`src/rtl/nco_phase_accumulator.sv`:
```
// nco_phase_accumulator
// Phase accumulator stage of the NCO. A new phase increment is taken over a
// valid/ready handshake into a shadow register. It moves into the active
// register only at a safe point: a wrap, an idle (enable low) cycle, or while
// the active increment is zero. This keeps frequency changes glitch-free.
// Outputs are truncated phase, a square wave (accumulator MSB) and a one-cycle
// wrap strobe.
//
// Optional build macro: NCO_DITHER_EN
//   Adds a 16-bit Fibonacci LFSR (x^16+x^14+x^13+x^11+1, seed 16'hACE1).
//   Its low bits are added below the truncation point of phase_out only.
//   acc, square_out and wrap_pulse are not affected.
module nco_phase_accumulator #(
  parameter int INC_WIDTH   = 13,
  parameter int ACC_WIDTH   = 24,
  parameter int PHASE_WIDTH = 8
) (
  input  logic                   clk,
  input  logic                   reset,
  input  logic                   enable,
  input  logic [INC_WIDTH-1:0]   inc_in,
  input  logic                   inc_valid,
  output logic                   inc_ready,
  output logic [PHASE_WIDTH-1:0] phase_out,
  output logic                   square_out,
  output logic                   wrap_pulse
);

  localparam int DITH_WIDTH = ACC_WIDTH - PHASE_WIDTH;

  logic [ACC_WIDTH-1:0] acc_r;
  logic [INC_WIDTH-1:0] active_inc_r;
  logic [INC_WIDTH-1:0] shadow_inc_r;
  logic                 pending_r;
  logic                 wrap_r;

  logic [ACC_WIDTH:0]   sum_s;
  logic                 carry_s;
  logic                 accept_s;
  logic                 commit_s;

  // Adder with an extra bit so that the carry-out is visible.
  assign sum_s    = {1'b0, acc_r} + {{(ACC_WIDTH + 1 - INC_WIDTH){1'b0}}, active_inc_r};
  assign carry_s  = enable & sum_s[ACC_WIDTH];

  // A handshake is possible only while the shadow register is empty.
  assign accept_s = inc_valid & ~pending_r;

  // Commit the shadow value at a wrap, while idle, or while the active step is zero.
  assign commit_s = pending_r &
                    (carry_s | ~enable | (active_inc_r == {INC_WIDTH{1'b0}}));

  // Accumulator, increment double-buffer and wrap strobe registers.
  always_ff @(posedge clk) begin
    if (reset) begin
      acc_r        <= {ACC_WIDTH{1'b0}};
      active_inc_r <= {INC_WIDTH{1'b0}};
      shadow_inc_r <= {INC_WIDTH{1'b0}};
      pending_r    <= 1'b0;
      wrap_r       <= 1'b0;
    end else begin
      if (enable) begin
        acc_r <= sum_s[ACC_WIDTH-1:0];
      end else begin
        acc_r <= acc_r;
      end
      wrap_r <= carry_s;
      // Accept and commit are mutually exclusive: accept needs pending low.
      if (accept_s) begin
        shadow_inc_r <= inc_in;
        pending_r    <= 1'b1;
      end else if (commit_s) begin
        active_inc_r <= shadow_inc_r;
        pending_r    <= 1'b0;
      end else begin
        shadow_inc_r <= shadow_inc_r;
        pending_r    <= pending_r;
      end
    end
  end

  assign inc_ready  = ~pending_r;
  assign square_out = acc_r[ACC_WIDTH-1];
  assign wrap_pulse = wrap_r;

`ifdef NCO_DITHER_EN
  logic [15:0]          lfsr_r;
  logic                 lfsr_fb_s;
  logic [ACC_WIDTH-1:0] dith_sum_s;

  // Feedback taps for x^16+x^14+x^13+x^11+1.
  assign lfsr_fb_s = lfsr_r[15] ^ lfsr_r[13] ^ lfsr_r[12] ^ lfsr_r[10];

  // Dither LFSR advances once per enabled cycle.
  always_ff @(posedge clk) begin
    if (reset) begin
      lfsr_r <= 16'hACE1;
    end else if (enable) begin
      lfsr_r <= {lfsr_r[14:0], lfsr_fb_s};
    end else begin
      lfsr_r <= lfsr_r;
    end
  end

  // Dither sits entirely below the truncation point, so it moves phase by at most one code.
  assign dith_sum_s = acc_r + {{PHASE_WIDTH{1'b0}}, lfsr_r[DITH_WIDTH-1:0]};
  assign phase_out  = dith_sum_s[ACC_WIDTH-1 -: PHASE_WIDTH];
`else
  assign phase_out  = acc_r[ACC_WIDTH-1 -: PHASE_WIDTH];
`endif

endmodule

```
`config.mk`:
```
export PLATFORM = sky130hd
export DESIGN_NAME = nco_phase_accumulator
export DESIGN_NICKNAME = d
export VERILOG_FILES = /design/src/rtl/nco_phase_accumulator.sv
export SDC_FILE = /design/constraint.sdc
export NUM_CORES = 1
export LEC_CHECK = 0
export ABC_AREA = 1
export CAP_MARGIN = 25
export CORE_MARGIN = 1.5
export CORE_UTILIZATION = 45
export DETAILED_ROUTE_END_ITERATION = 12
export PLACE_DENSITY = 0.69
export SYNTH_ARGS = -nofsm -noshare
export SYNTH_HDL_FRONTEND = slang
export SYNTH_SLANG_ARGS = --single-unit
```
`constraint.sdc`:
```
create_clock -name clk -period 2.5 [get_ports clk]
set_input_delay 0.5 -clock clk [delete_from_list [all_inputs] [get_ports clk]]
set_output_delay 0.5 -clock clk [all_outputs]
set_load 0.02 [all_outputs]
```
==> flow_summary.json, run 1 <==
{
  "cp.depth": 10,
  "htreeDepth": 2,
  "core_sq_mm": 0.006422,
  "cp_cell_sequence": "ha_1 > fa_1 > nand2_1 > nand2_1 > nand3_2 > nand2_2 > nand2_2 > nand4_4 > a21oi_1 > nor2_1",
  "final_cells": 542,
  "dieArea_sq_mm": 0.007187,
  "clockBufferDepth": 2,
  "portBuffers": 27,
  "netlist_area_sq_mm": 0.003009,
  "cts_buffers": 5,
  "critPathLaunchType": "flop",
  "finalSetupViolCount": 0,
  "postCtsHoldBufs": 0,
  "synth_nets": 480,
  "area_growth_pct": 12.27,
  "ioPinCount": 28,
  "finClkSkew_ns": 0.01090,
  "drv_slew": 0,
  "min_period_ns": 2.157,
  "fmax_mhz": 463.5,
  "grt_busiest_layer": "met2",
  "fin_tns_setup_ns": 0,
  "cts_resized": 0,
  "post-route-period-util_pct": 86.29,
  "via_per_inst": 4.908,
  "cp_num_buf_inv": 0,
  "die_w_microns": 84.78,
  "worstSkewPairLatency_ns": 0.31,
  "outcome": "finished clean",
  "rows": 29,
  "clkTransAtPathRegs_ns": 0.10,
  "drtPass1Iterations": 4,
  "num_vias": 2660,
  "r2r_end": "active_inc_r[8]",
  "wl_microns": 6009,
  "p_leak_uw": 0.001597,
  "met1_usage_pct": 24.21,
  "cts_tree": "built",
  "yosysWarnings": 0,
  "regToRegSetupSlack_ns": 0.34,
  "dpl.hpwl_microns": 4473,
  "crit_path_end": "active_inc_r[8]",
  "crit_required_ns": 2.71,
  "grt_overflow": 0,
  "met3_usage_pct": 2.950,
  "antenna_left": 0,
  "r2r.worst_path.cells": 10,
  "grt_pass1_wl_microns": 10830,
  "layout.nets": 495,
  "arrival_ns": 2.36,
  "die_h_microns": 84.78,
  "synth_cell_type_count": 33,
  "syn_inst": 449,
  "worstSetupStartpoint": "active_inc_r[0]",
  "track_usage_pct": 18.18,
  "end_kind": "flop",
  "rsz0062_at_grt": "no",
  "antenna_found_initial": 0,
  "tightestPinTransition_ns": 0.6299,
  "syn_area_per_cell_sq_um": 6.702,
  "cp_top_family": "simple AND/OR/NAND/NOR gates",
  "worstHoldPathType": "reg -> reg",
  "use_met2_pct": 31.05,
  "irDropWorstVdd_mv": 0.4099,
  "yosysSeqAreaShare_pct": 34.59,
  "grt_pass1_vias": 2490,
  "diodes": 0,
  "remaining_drc_errors": 0,
  "hold_path.startpoint": "shadow_inc_r[9]",
  "wl_per_cell_microns": 11.09,
  "worst-path-max-fanout": 27,
  "max_slew_margin_pct": 57.91,
  "post_cts_buffers": 0,
  "place_congestion": 0.8370,
  "grt_max_degree": 41,
  "cap_violations": 0,
  "cp_slowest_cell": "fa_1",
  "powerDensity_mw_per_mm2": 583.9,
  "r2r-start": "active_inc_r[0]",
  "finalHoldViolCount": 0,
  "first_iter_violations": 74,
  "drive_gt1_share_pct": 6.237,
  "cts.sinks": 52,
  "ys_seq_elements": 52,
  "max_stage_delay_ns": 0.41,
  "root_buffer": "clkbuf_8",
  "dpl.cell_count": 534,
  "start_util_pct": 46.85,
  "critical_path_class": "reg -> reg"
}
power breakdown:
| group | switching, uW | total [uW] | internal [uW] |
|---|---|---|---|
| Clock | 304 | 614 | 309 |
| Combinational | 252 | 422 | 171 |
| Sequential | 43.6 | 936 | 893 |
worst min-delay path: cells and delay by family, from the launching register on:
kind / cells / cell delay [ns]
compound gates: 1 / 0.05
buf+inv: 1 / 0.06
flops: 1 / 0.31
layout make-up:
class                           instances  area [sq um]
Timing Repair Buffer                   31         300.3
Clock buffer                            5         68.82
Multi-Input combinational cell        314          1597
Clock inverter                          3         50.05
Tap cell                               77         96.34
Inverter                               60         225.2
Fill cell                             644          3044
Sequential cell                        52          1041
how the worst min path moves through the flow:
stage	endpoint	cells past startpoint	slack [ns]
2_1_floorplan	shadow_inc_r[0]	2	0.43
3_3_place_gp	shadow_inc_r[9]	2	0.44
3_5_place_dp	shadow_inc_r[9]	2	0.44
4_1_cts	shadow_inc_r[9]	2	0.46
5_1_grt	shadow_inc_r[11]	2	0.48
6_report	shadow_inc_r[9]	2	0.46
layer usage:
metal	part of all wire (%)	wire, microns
met5	0	0
met4	0.80	48
met3	1.6	94
met2	47	2826
met1	51	3038
state kept, by name (all words and copies together), names as in the netlist:
| name | count |
|---|---|
| acc_r | 24 |
| shadow_inc_r | 13 |
| active_inc_r | 13 |
| pending_r | 1 |
| wrap_pulse | 1 |
cell usage in the layout, fill, tap and decap left out, types with 2 or more instances in the layout:
cell type and count:
nand2_1 93, nor2_1 68, inv_1 59, dfxtp_1 52
a21oi_1 39, o21ai_0 28, nand3_1 28, clkdlybuf4s50_1 27
ha_1 13, nor3_1 7, nand2_2 5, a21oi_2 5
clkbuf_8 5, xor2_1 4, buf_4 4, or2_1 3
xnor2_1 3, and2_1 2, nor2_2 2, nand3_2 2
nand4_1 2, o21bai_1 2
per-stage QoR:
step	setup WS, ns	instance area, sq um	power (uW)	utilization [%]	hold WS [ns]
after CTS	0.3361	3378	1991	52.60	0.4599
after global routing	0.1484	3378	2098	52.60	0.4780
after floorplan	0.6649	3009	1291	-	0.4300
after global placement	0.3516	3259	1370	50.75	0.4414
after detailed placement	0.3280	3259	1378	50.75	0.4445
final	0.3427	3378	1973	52.60	0.4563
cell usage after synthesis, drive strengths merged:
| cell | instances | area share [%] |
|---|---|---|
| a21o | 1 | 0.25 |
| a21oi | 44 | 7.9 |
| and2 | 2 | 0.42 |
| buf | 16 | 4.0 |
| clkbuf | 7 | 0.87 |
| dfxtp | 52 | 35 |
| fa | 1 | 0.67 |
| ha | 13 | 5.4 |
| inv | 60 | 7.5 |
| nand2 | 98 | 13 |
| nand3 | 30 | 5.3 |
| nand4 | 3 | 1.1 |
| nor2 | 70 | 8.9 |
| nor3 | 8 | 1.7 |
| nor3b | 1 | 0.25 |
| o211ai | 1 | 0.25 |
| o21ai | 29 | 4.8 |
| o21bai | 2 | 0.50 |
| or2 | 4 | 0.83 |
| xnor2 | 3 | 0.87 |
| xor2 | 4 | 1.2 |
logic make-up (layout without fill, tap and decap cells):
logic type / count (synthesis) / after routing / synth area share [%]
compound gates: 77 / 77 / 13.76
buf+inv: 83 / 99 / 12.35
simple gates: 216 / 216 / 31.18
fa+ha+maj: 14 / 14 / 6.071
flops: 52 / 52 / 34.59
xor+xnor: 7 / 7 / 2.037
Power figures use the tool's default switching activity.
==> run 2, diff against run 1 <==
--- a/config.mk
+++ b/config.mk
@@ -11,6 +11,7 @@
 export CORE_UTILIZATION = 45
 export DETAILED_ROUTE_END_ITERATION = 12
 export PLACE_DENSITY = 0.69
+export SLEW_MARGIN = 20
 export SYNTH_ARGS = -nofsm -noshare
 export SYNTH_HDL_FRONTEND = slang
 export SYNTH_SLANG_ARGS = --single-unit
==> results of run 2 <==
The final DEF is identical to that of run 1; final timing and power are the same.
